**config.mk**
```make
export PLATFORM = sky130hd
export DESIGN_NAME = countdown_timer_bcd_flat
export DESIGN_NICKNAME = d
export VERILOG_FILES = /design/src/rtl/countdown_pkg.sv /design/src/rtl/countdown_timer_bcd_if.sv /design/src/rtl/bcd_down_digit.sv /design/src/rtl/countdown_timer_bcd.sv /design/src/flat_wrapper.sv
export SDC_FILE = /design/constraint.sdc
export NUM_CORES = 1
export LEC_CHECK = 0
export CORE_MARGIN = 3
export CORE_UTILIZATION = 25
export DETAILED_ROUTE_END_ITERATION = 7
export MAX_ROUTING_LAYER = met4
export PLACE_DENSITY = 0.39
export SLEW_MARGIN = 20
export SYNTH_ARGS = -nofsm -noshare
export SYNTH_HDL_FRONTEND = slang
export SYNTH_HIERARCHICAL = 1
export SYNTH_SLANG_ARGS = --single-unit
```
**constraint.sdc**
```tcl
create_clock -name CLK_50M -period 4.3 [get_ports CLK_50M]
set_input_delay 0.43 -clock CLK_50M [delete_from_list [all_inputs] [get_ports CLK_50M]]
set_output_delay 0.43 -clock CLK_50M [all_outputs]
set_load 0.02 [all_outputs]
```
**src/rtl/countdown_pkg.sv**
```systemverilog
// Shared types and constants for the four-digit BCD countdown timer.
package countdown_pkg;

  typedef enum logic [1:0] {
    IDLE,
    RUN,
    PAUSE,
    EXPIRED
  } state_e;

  typedef logic [3:0] bcd_t;

  // SS.CC time value, most significant digit first.
  typedef struct packed {
    bcd_t deca;
    bcd_t unit;
    bcd_t deci;
    bcd_t centi;
  } bcd_time_t;

  localparam int TICK_DIV_DEFAULT = 500000;

  localparam bcd_t BCD_ZERO = 4'd0;
  localparam bcd_t BCD_NINE = 4'd9;

  localparam bcd_time_t TIME_ZERO      = 16'h0000;
  localparam bcd_time_t TIME_ONE_CENTI = 16'h0001;

  // One BCD digit plus one, 9 wrapping to 0; callers derive the carry themselves.
  function automatic bcd_t bcd_inc(input bcd_t d);
    return (d == BCD_NINE) ? BCD_ZERO : d + 4'd1;
  endfunction

  function automatic logic is_bcd(input bcd_time_t t);
    return (t.deca <= BCD_NINE) && (t.unit <= BCD_NINE) &&
           (t.deci <= BCD_NINE) && (t.centi <= BCD_NINE);
  endfunction

endpackage

```
**src/rtl/countdown_timer_bcd_if.sv**
```systemverilog
// Board-facing signals of the countdown timer: switch, four buttons, LEDs, alarm.
interface countdown_timer_bcd_if;

  logic       SW;
  logic       BTN_SOUTH;
  logic       BTN_NORTH;
  logic       BTN_EAST;
  logic       BTN_WEST;
  logic [7:0] LED;
  logic       ALARM;

  modport master (
    output SW, BTN_SOUTH, BTN_NORTH, BTN_EAST, BTN_WEST,
    input  LED, ALARM
  );

  modport slave (
    input  SW, BTN_SOUTH, BTN_NORTH, BTN_EAST, BTN_WEST,
    output LED, ALARM
  );

endinterface

```
**src/rtl/bcd_down_digit.sv**
```systemverilog
// One BCD down-counting digit: synchronous load wins over decrement,
// borrow_out is combinational so four digits ripple within one cycle.
module bcd_down_digit
  import countdown_pkg::*;
(
  input  logic clk,
  input  logic rst_n,
  input  logic load,
  input  bcd_t load_val,
  input  logic borrow_in,
  output logic borrow_out,
  output bcd_t digit
);

  bcd_t digit_d;
  bcd_t digit_q;

  // Next digit: load, else borrow one (0 wraps to 9), else hold.
  always_comb begin
    // NOTE: default assignment first so every path drives digit_d and no latch is inferred.
    digit_d = digit_q;
    if (load) begin
      digit_d = load_val;
    end else if (borrow_in) begin
      digit_d = (digit_q == BCD_ZERO) ? BCD_NINE : digit_q - 4'd1;
    end
  end

  // Digit register.
  always_ff @(posedge clk or negedge rst_n) begin
    // NOTE: non-blocking so every flop samples pre-edge values regardless of block order.
    if (!rst_n) digit_q <= BCD_ZERO;
    else        digit_q <= digit_d;
  end

  assign borrow_out = borrow_in & (digit_q == BCD_ZERO);
  assign digit      = digit_q;

  a_digit_is_bcd: assert property (@(posedge clk) disable iff (!rst_n) digit_q <= BCD_NINE);

endmodule

```
**src/rtl/countdown_timer_bcd.sv**
```systemverilog
// SS.CC countdown timer: button-entered preset, 10 ms ticks, alarm at 00.00,
// two BCD digits at a time on the LEDs.
module countdown_timer_bcd
  import countdown_pkg::*;
#(
  parameter int TICK_DIV = TICK_DIV_DEFAULT
) (
  input  logic                  CLK_50M,
  input  logic                  RST_N,
  countdown_timer_bcd_if.slave  bus
);

  localparam int               CNT_W     = $clog2(TICK_DIV);
  localparam logic [CNT_W-1:0] TICK_LAST = CNT_W'(TICK_DIV - 1);

  state_e           state_d, state_q;
  bcd_time_t        preset_d, preset_q;
  logic [CNT_W-1:0] tick_cnt_d, tick_cnt_q;
  logic [3:0]       btn_lvl_d, btn_lvl_q;
  logic [3:0]       btn_prev_d, btn_prev_q;
  logic [7:0]       led_d, led_q;
  logic             alarm_d, alarm_q;

  logic [3:0] btn_raw;
  logic [3:0] press;
  logic       ev_north, ev_south, ev_east, ev_west;
  logic       tick;
  logic       count_load;

  bcd_time_t count;
  bcd_t      cnt_deca, cnt_unit, cnt_deci, cnt_centi;
  logic      borrow_centi, borrow_deci, borrow_unit, borrow_deca;

  // Bit order everywhere is {north, south, east, west}.
  assign btn_raw = {bus.BTN_NORTH, bus.BTN_SOUTH, bus.BTN_EAST, bus.BTN_WEST};
  assign press   = btn_lvl_q & ~btn_prev_q;

  // Fixed priority so exactly one event acts per cycle.
  assign ev_north = press[3];
  assign ev_south = press[2] & ~press[3];
  assign ev_east  = press[1] & ~(|press[3:2]);
  assign ev_west  = press[0] & ~(|press[3:1]);

  // Next state, preset, tick phase and registered outputs.
  always_comb begin
    state_d    = state_q;
    preset_d   = preset_q;
    tick_cnt_d = tick_cnt_q;
    tick       = 1'b0;
    btn_lvl_d  = btn_raw;
    btn_prev_d = btn_lvl_q;
    unique case (state_q)
      IDLE: begin
        tick_cnt_d = '0;
        if (ev_north) begin
          preset_d = TIME_ZERO;
        end else if (ev_south) begin
          if (preset_q != TIME_ZERO) state_d = RUN;
        end else if (ev_east) begin
          preset_d.unit = bcd_inc(preset_q.unit);
          if (preset_q.unit == BCD_NINE) preset_d.deca = bcd_inc(preset_q.deca);
        end else if (ev_west) begin
          preset_d.deca = bcd_inc(preset_q.deca);
        end
      end
      RUN: begin
        if (tick_cnt_q == TICK_LAST) begin
          tick_cnt_d = '0;
          tick       = 1'b1;
        end else begin
          tick_cnt_d = tick_cnt_q + CNT_W'(1);
        end
        // Expiry outranks pause so PAUSE is never entered holding 00.00.
        if (ev_north)                                  state_d = IDLE;
        else if (tick && (count == TIME_ONE_CENTI))    state_d = EXPIRED;
        else if (ev_south)                             state_d = PAUSE;
      end
      PAUSE: begin
        if (ev_north)      state_d = IDLE;
        else if (ev_south) state_d = RUN;
      end
      EXPIRED: begin
        if (|press) state_d = IDLE;
      end
      default: state_d = IDLE;
    endcase
    // Loading from preset_d keeps count equal to preset throughout IDLE.
    count_load = (state_d == IDLE);
    led_d      = bus.SW ? {count.deca, count.unit} : {count.deci, count.centi};
    alarm_d    = (state_q == EXPIRED);
  end

  // Control and output registers.
  always_ff @(posedge CLK_50M or negedge RST_N) begin
    if (!RST_N) begin
      state_q    <= IDLE;
      preset_q   <= TIME_ZERO;
      tick_cnt_q <= '0;
      btn_lvl_q  <= '0;
      btn_prev_q <= '0;
      led_q      <= 8'h00;
      alarm_q    <= 1'b0;
    end else begin
      state_q    <= state_d;
      preset_q   <= preset_d;
      tick_cnt_q <= tick_cnt_d;
      btn_lvl_q  <= btn_lvl_d;
      btn_prev_q <= btn_prev_d;
      led_q      <= led_d;
      alarm_q    <= alarm_d;
    end
  end

  bcd_down_digit u_centi (
    .clk(CLK_50M), .rst_n(RST_N), .load(count_load), .load_val(preset_d.centi),
    .borrow_in(tick), .borrow_out(borrow_centi), .digit(cnt_centi)
  );
  bcd_down_digit u_deci (
    .clk(CLK_50M), .rst_n(RST_N), .load(count_load), .load_val(preset_d.deci),
    .borrow_in(borrow_centi), .borrow_out(borrow_deci), .digit(cnt_deci)
  );
  bcd_down_digit u_unit (
    .clk(CLK_50M), .rst_n(RST_N), .load(count_load), .load_val(preset_d.unit),
    .borrow_in(borrow_deci), .borrow_out(borrow_unit), .digit(cnt_unit)
  );
  bcd_down_digit u_deca (
    .clk(CLK_50M), .rst_n(RST_N), .load(count_load), .load_val(preset_d.deca),
    .borrow_in(borrow_unit), .borrow_out(borrow_deca), .digit(cnt_deca)
  );

  assign count     = {cnt_deca, cnt_unit, cnt_deci, cnt_centi};
  assign bus.LED   = led_q;
  assign bus.ALARM = alarm_q;

  a_preset_is_bcd: assert property (@(posedge CLK_50M) disable iff (!RST_N) is_bcd(preset_q));
  a_no_underflow:  assert property (@(posedge CLK_50M) disable iff (!RST_N) !borrow_deca);

endmodule

```
**src/flat_wrapper.sv**
```systemverilog
// flat-port wrapper written by rule: the top's interface ports become plain ports
module countdown_timer_bcd_flat import countdown_pkg::*;
#(
  parameter int TICK_DIV = TICK_DIV_DEFAULT
)
  (CLK_50M, RST_N, bus_SW, bus_BTN_SOUTH, bus_BTN_NORTH, bus_BTN_EAST, bus_BTN_WEST, bus_LED, bus_ALARM);
  countdown_timer_bcd_if bus_i ();
  input  logic CLK_50M;
  input  logic RST_N;
  input wire logic [$bits(bus_i.SW)-1:0] bus_SW;
  input wire logic [$bits(bus_i.BTN_SOUTH)-1:0] bus_BTN_SOUTH;
  input wire logic [$bits(bus_i.BTN_NORTH)-1:0] bus_BTN_NORTH;
  input wire logic [$bits(bus_i.BTN_EAST)-1:0] bus_BTN_EAST;
  input wire logic [$bits(bus_i.BTN_WEST)-1:0] bus_BTN_WEST;
  output wire logic [$bits(bus_i.LED)-1:0] bus_LED;
  output wire logic [$bits(bus_i.ALARM)-1:0] bus_ALARM;
  assign bus_i.SW = bus_SW;
  assign bus_i.BTN_SOUTH = bus_BTN_SOUTH;
  assign bus_i.BTN_NORTH = bus_BTN_NORTH;
  assign bus_i.BTN_EAST = bus_BTN_EAST;
  assign bus_i.BTN_WEST = bus_BTN_WEST;
  assign bus_LED = bus_i.LED;
  assign bus_ALARM = bus_i.ALARM;
  countdown_timer_bcd #(.TICK_DIV(TICK_DIV)) u_core (.CLK_50M(CLK_50M), .RST_N(RST_N), .bus(bus_i));
endmodule
```
==> flow_metrics.tcl, run 1 <==
set metrics [dict create \
    cts_tree "yes" \
    hold_class "in -> async" \
    cts.htree.levels 3 \
    critPathMaxStageDelay_ns 0.59 \
    rsz0062_at_grt "false" \
    nFillCells 1474 \
    die_x_um 125 \
    slew-limit-headroom_pct 33.3 \
    maxSlewViolCount 0 \
    cts_hold_buffers 0 \
    gp_congestion 0.796 \
    fin_util_pct 30.8 \
    crit_path_top_delay_cell "or4b_4" \
    routed-via-count 2634 \
    cap_violations 0 \
    grt_antenna_before_repair 0 \
    dr.first_iter.drc_count 148 \
    synth_area_sq_um 3570 \
    crit_top_cell "nor4b_4" \
    path_cells "or4b_4, nor4b_4, nand2_2, nor2_1, nor4b_4, nor2b_2, nor4b_4, nor2b_1, nor4b_4, nor2b_2, nor3b_2, mux2i_1, o21ai_0" \
    path_buf_inv 0 \
    holdWs_ns 0.216 \
    drive_gt1_share_pct 12.5 \
    yosys_warnings 6 \
    setup_violations 0 \
    tns_ns 0 \
    avgSynthCellArea_sq_um 10.2 \
    setup_slack_ns 0.439 \
    outcome "finished, final reports clean" \
    fin_worst_skew_ns 0.00882 \
    vias_per_cell 4.73 \
    hold_viol_final 0 \
    grt_pass1_vias 2795 \
    cts.sinks 70 \
    leakage_nw 1.73 \
    std_cell_rows 43 \
    die_y_um 125 \
    r2r_slack_ns 0.44 \
    period_needed_ns 3.86 \
    dieArea_sq_um 15700 \
    wl_mm 8.24 \
    cts_buffers 9 \
    peakVddDrop_v 0.000267 \
    worst_setup_path_end_kind "flop" \
    initial_core_util_pct 25.6 \
    cp_data_arrival_time_ns 4.04 \
    drc 0 \
    core-area_sq_um 13900 \
    cp_top_family "simple AND/OR/NAND/NOR gates" \
    num_antenna_cells 0 \
    dp_slack_ns 0.272 \
    gr-total-overflow 0 \
    areaGrowthSynthToFinish_pct 20.4 \
    clockBufferDepth 2 \
    drt_first_pass_iters 4 \
    cts.clk_slew.worst_paths_ns 0.06 \
    insertion_delay_ns 0.34 \
    synthCells 351 \
    cp-start-kind "flop" \
    grt_max_degree 71 \
    wl_per_cell_um 14.8 \
    dpl.hpwl_mm 5.70 \
    path_max_fanout 8 \
    synth_fp_nets 362 \
    clockRootBuffer "clkbuf_16" \
    postRouteAntennaNets 0 \
    port_buffers 15 \
    max_freq_mhz 259 \
    worstMarginPinSlew_ns 0.993 \
    io_pins 16 \
    crit_required_ns 4.48 \
    grt_pass1_wl_mm 14.6 \
    period_share_pct 89.8 \
    path_class "reg -> reg" \
    fin_nets 383 \
    grtUsageTotal_pct 11.9 \
    powerDensity_nw_per_um2 489 \
]
[repair_timing]
action                                  CTS  global route
gates resized for setup                   0             3
setup buffers                             0             0
endpoints found under the setup margin    0             3
endpoints found under the hold margin     0             0
[stage by stage]
stage               instances  power, W  area (sq um)
finish                    557   0.00210          4300
floorplan                 351   0.00109          3570
detailed placement        541   0.00125          3940
CTS                       557   0.00214          4280
global route              557   0.00225          4300
global placement          541   0.00125          3940
[cell usage in the layout (no fill, tap or decap), drive strengths merged, types with 2 or more instances in the layout]
| cell | instances |
|---|---|
| a21o | 3 |
| a21oi | 21 |
| a22o | 4 |
| and2b | 4 |
| and3 | 2 |
| and4 | 3 |
| buf | 5 |
| bufinv | 3 |
| clkbuf | 11 |
| clkdlybuf4s50 | 14 |
| dfrtp | 70 |
| ha | 4 |
| inv | 7 |
| mux2 | 9 |
| mux2i | 11 |
| nand2 | 44 |
| nand2b | 11 |
| nand3 | 10 |
| nand3b | 2 |
| nand4 | 8 |
| nor2 | 17 |
| nor2b | 21 |
| nor3 | 6 |
| nor3b | 4 |
| nor4 | 7 |
| nor4b | 7 |
| o211ai | 3 |
| o21ai | 33 |
| o22ai | 2 |
| or3 | 3 |
| or4 | 3 |
| or4b | 2 |
| xnor2 | 11 |
[sequential cells by signal, indices dropped and copies added (netlist names), 2 cells and up]
register,count
u_core/btn_prev_q,4
u_core/tick_cnt_q,19
u_core/btn_lvl_q,4
u_core/bus.LED,8
u_core/u_unit/digit,4
u_core/u_deca/digit,4
u_core/u_deci/digit,4
u_core/state_q,2
u_core/u_centi/digit,4
u_core/preset_q,16
[power by group]
part / internal [W] / switching (W) / leakage [nW]
logic: 0.000159 / 0.000260 / 0.617
registers: 0.000719 / 0.0000891 / 0.947
clock network: 0.000584 / 0.000290 / 0.166
total: 0.00146 / 0.000639 / 1.73
[layout make-up]
class	count	area, sq um	share of cell area (%)
multi-input cells	265	1770	41.1
flip-flops and latches	70	1750	40.8
clock buffers	11	243	5.65
well taps	180	225	5.24
repair buffers	19	178	4.14
clock inverters	5	106	2.48
inverters	7	26.3	0.612
[final timing paths]
path                                             startpoint                                  end  cells past startpoint
setup reg to reg           u_core/tick_cnt_q[5]$_DFFE_PN0P_   u_core/u_deca/digit[2]$_DFFE_PN0P_                     13
hold reg to reg               u_core/btn_lvl_q[0]$_DFF_PN0_       u_core/btn_prev_q[0]$_DFF_PN0_                      0
setup / recovery           u_core/tick_cnt_q[5]$_DFFE_PN0P_   u_core/u_deca/digit[2]$_DFFE_PN0P_                     13
min in group CLK_50M          u_core/btn_lvl_q[0]$_DFF_PN0_       u_core/btn_prev_q[0]$_DFF_PN0_                      0
hold / removal                                        RST_N    u_core/tick_cnt_q[16]$_DFFE_PN0P_                      1
max in group asynchronous                             RST_N  u_core/u_centi/digit[1]$_DFFE_PN0P_                      1
[worst register-to-register path, cell delays in order, from the launching register on]
cell	delay, ns
dfrtp_1	0.46
or4b_4	0.59
nor4b_4	0.33
nand2_2	0.13
nor2_1	0.15
nor4b_4	0.27
nor2b_2	0.29
nor4b_4	0.26
nor2b_1	0.21
nor4b_4	0.24
nor2b_2	0.26
nor3b_2	0.24
mux2i_1	0.19
o21ai_0	0.08
[routing by layer]
metal | routed length [um] | global-route usage [%] | vias up
met2 | 3930 | 18.5 | 21
met3 | 210 | 3.29 | 9
met4 | 116 | 4.40 | 0
met5 | 0 | - | -
li1 | - | - | 1300
met1 | 3990 | 14.9 | 1304
Power figures use the tool's default switching activity.
==> inputs of run 2 (changes only) <==
==> constraint.sdc (replaced) <==
create_clock -name CLK_50M -period 4.15 [get_ports CLK_50M]
set_input_delay 0.415 -clock CLK_50M [delete_from_list [all_inputs] [get_ports CLK_50M]]
set_output_delay 0.415 -clock CLK_50M [all_outputs]
set_load 0.02 [all_outputs]
==> flow_metrics.tcl, run 2 (synthesis results as in run 1) <==
set metrics [dict create \
    largest_reg_flops 19 \
    dr.first_iter.drc_count 147 \
    cts.sinks 70 \
    die_x_um 125 \
    fin_nets 384 \
    postRouteAntennaNets 0 \
    critPathMaxStageDelay_ns 0.58 \
    power_switching_w 0.000662 \
    slew-limit-headroom_pct 31.9 \
    cp_data_arrival_time_ns 3.87 \
    worstRegToRegCells 13 \
    grtUsageTotal_pct 11.7 \
    powerDensity_nw_per_um2 500 \
    dieArea_sq_um 15700 \
    drc 0 \
    setup_violations 0 \
    pwr-share-clk_pct 40.6 \
    top_register "u_core/tick_cnt_q" \
    leakage_nw 1.74 \
    fin_worst_skew_ns 0.00357 \
    dpl.hpwl_mm 5.64 \
    hold_class "in -> async" \
    max_freq_mhz 270 \
    io_pins 16 \
    routed-via-count 2639 \
    period_share_pct 89.1 \
    layout_common_cells "70 x dfrtp_1, 43 x nand2_1, 29 x o21ai_0, 20 x a21oi_1, 20 x nor2b_1" \
    port_buffers 15 \
    clockBufferDepth 2 \
    fin_area_sq_um 4290 \
    cap_violations 0 \
    cp-start-kind "flop" \
    areaGrowthSynthToFinish_pct 20.3 \
    std_cell_rows 43 \
    wl_per_cell_um 14.9 \
    period_needed_ns 3.70 \
    final_common_cell "dfrtp_1" \
    intPower_w 0.00149 \
    crit_path_top_delay_cell "or4b_4" \
    outcome "finished, final reports clean" \
    num_antenna_cells 0 \
    cts_tree "yes" \
    gr-total-overflow 0 \
    insertion_delay_ns 0.33 \
    wl_mm 8.30 \
    worst_setup_path_end_kind "flop" \
    initial_core_util_pct 25.6 \
    drive_gt1_share_pct 12.4 \
    grt_pass1_wl_mm 14.3 \
    switching_share_pct 30.8 \
    holdWs_ns 0.208 \
    p_comb_share_pct 20.5 \
    crit_top_cell "nor4b_4" \
    core-area_sq_um 13900 \
    path_cells "or4b_4, nor4b_4, nand2_2, nor2_1, nor4b_4, nor2b_1, nor4b_4, nor2b_1, nor4b_4, nor2b_4, nor3b_2, mux2i_1, o21ai_0" \
    cts.htree.levels 3 \
    path_max_fanout 8 \
    peakVddDrop_v 0.000199 \
    r2r_slack_ns 0.45 \
    worstMarginPinSlew_ns 1.01 \
    maxSlewViolCount 0 \
    tns_ns 0 \
    r2r-end "u_core/u_deca/digit[2]$_DFFE_PN0P_" \
    drt_first_pass_iters 4 \
    grt_antenna_before_repair 0 \
    rsz0062_at_grt "false" \
    cts_buffers 9 \
    place_area_sq_um 3940 \
    gp_congestion 0.815 \
    cts_hold_buffers 0 \
    die_y_um 125 \
    path_class "reg -> reg" \
    hold_viol_final 0 \
    crit_required_ns 4.33 \
    cts.clk_slew.worst_paths_ns 0.06 \
    setup_slack_ns 0.453 \
    dp_slack_ns 0.313 \
    grt_pass1_vias 2725 \
    rr_startpoint "u_core/tick_cnt_q[5]$_DFFE_PN0P_" \
    vias_per_cell 4.73 \
    grt_max_degree 71 \
    clockRootBuffer "clkbuf_16" \
    power_frac_seq_pct 38.9 \
]
[run 2: area by class of cell]
class,count,area (sq um)
Fill cell,1432,9640
Multi-Input combinational cell,265,1770
Sequential cell,70,1750
Clock buffer,13,270
Tap cell,180,225
Timing Repair Buffer,20,185
Clock inverter,3,65.1
Inverter,7,26.3
[run 2: per-layer routing]
metal	vias to the layer above	wire (um)	GRT usage [%]
met2	26	3970	18.1
met4	0	106	3.25
li1	1299	-	-
met3	10	263	3.72
met1	1304	3950	14.7
met5	-	0	-
[run 2: what timing repair did]
action	CTS	global route
buffers inserted	0	0
resized for setup	0	3
setup endpoints to repair	0	3
[run 2: through the flow]
stage	power (W)	std cells	util, %
6_report	0.00215	558	30.8
5_1_grt	0.00228	558	30.8
4_1_cts	0.00220	558	30.7
3_5_place_dp	0.00130	542	28.3
3_3_place_gp	0.00130	542	28.3
2_1_floorplan	0.00113	351	-
[run 2: power groups by stage]
stage	registers, W	clock network (W)	logic (W)
after floorplan	0.000834	0	0.000291
after global placement	0.000849	0	0.000451
after detailed placement	0.000852	0	0.000448
after CTS	0.000839	0.000908	0.000450
after global routing	0.000851	0.000938	0.000495
final	0.000836	0.000871	0.000440
[run 2: critical path, delay by kind of cell (launching register included)]
| family | cells | cell delay, ns |
|---|---|---|
| AND/OR/NAND/NOR | 11 | 2.81 |
| flip-flops | 1 | 0.46 |
| AO/OA/AOI/OAI | 1 | 0.08 |
| multiplexers | 1 | 0.19 |
[run 2: worst max-delay path by stage]
stage	depth (start not counted)	endpoint	slack [ns]	from
2_1_floorplan	14	u_core/u_deca/digit[2]$_DFFE_PN0P_	0.35	u_core/tick_cnt_q[5]$_DFFE_PN0P_
3_3_place_gp	13	u_core/u_deca/digit[2]$_DFFE_PN0P_	0.36	u_core/tick_cnt_q[5]$_DFFE_PN0P_
3_5_place_dp	13	u_core/u_deca/digit[2]$_DFFE_PN0P_	0.31	u_core/tick_cnt_q[5]$_DFFE_PN0P_
4_1_cts	13	u_core/u_deca/digit[2]$_DFFE_PN0P_	0.28	u_core/tick_cnt_q[5]$_DFFE_PN0P_
5_1_grt	13	u_core/u_deca/digit[2]$_DFFE_PN0P_	0.05	u_core/tick_cnt_q[5]$_DFFE_PN0P_
6_report	13	u_core/u_deca/digit[2]$_DFFE_PN0P_	0.45	u_core/tick_cnt_q[5]$_DFFE_PN0P_
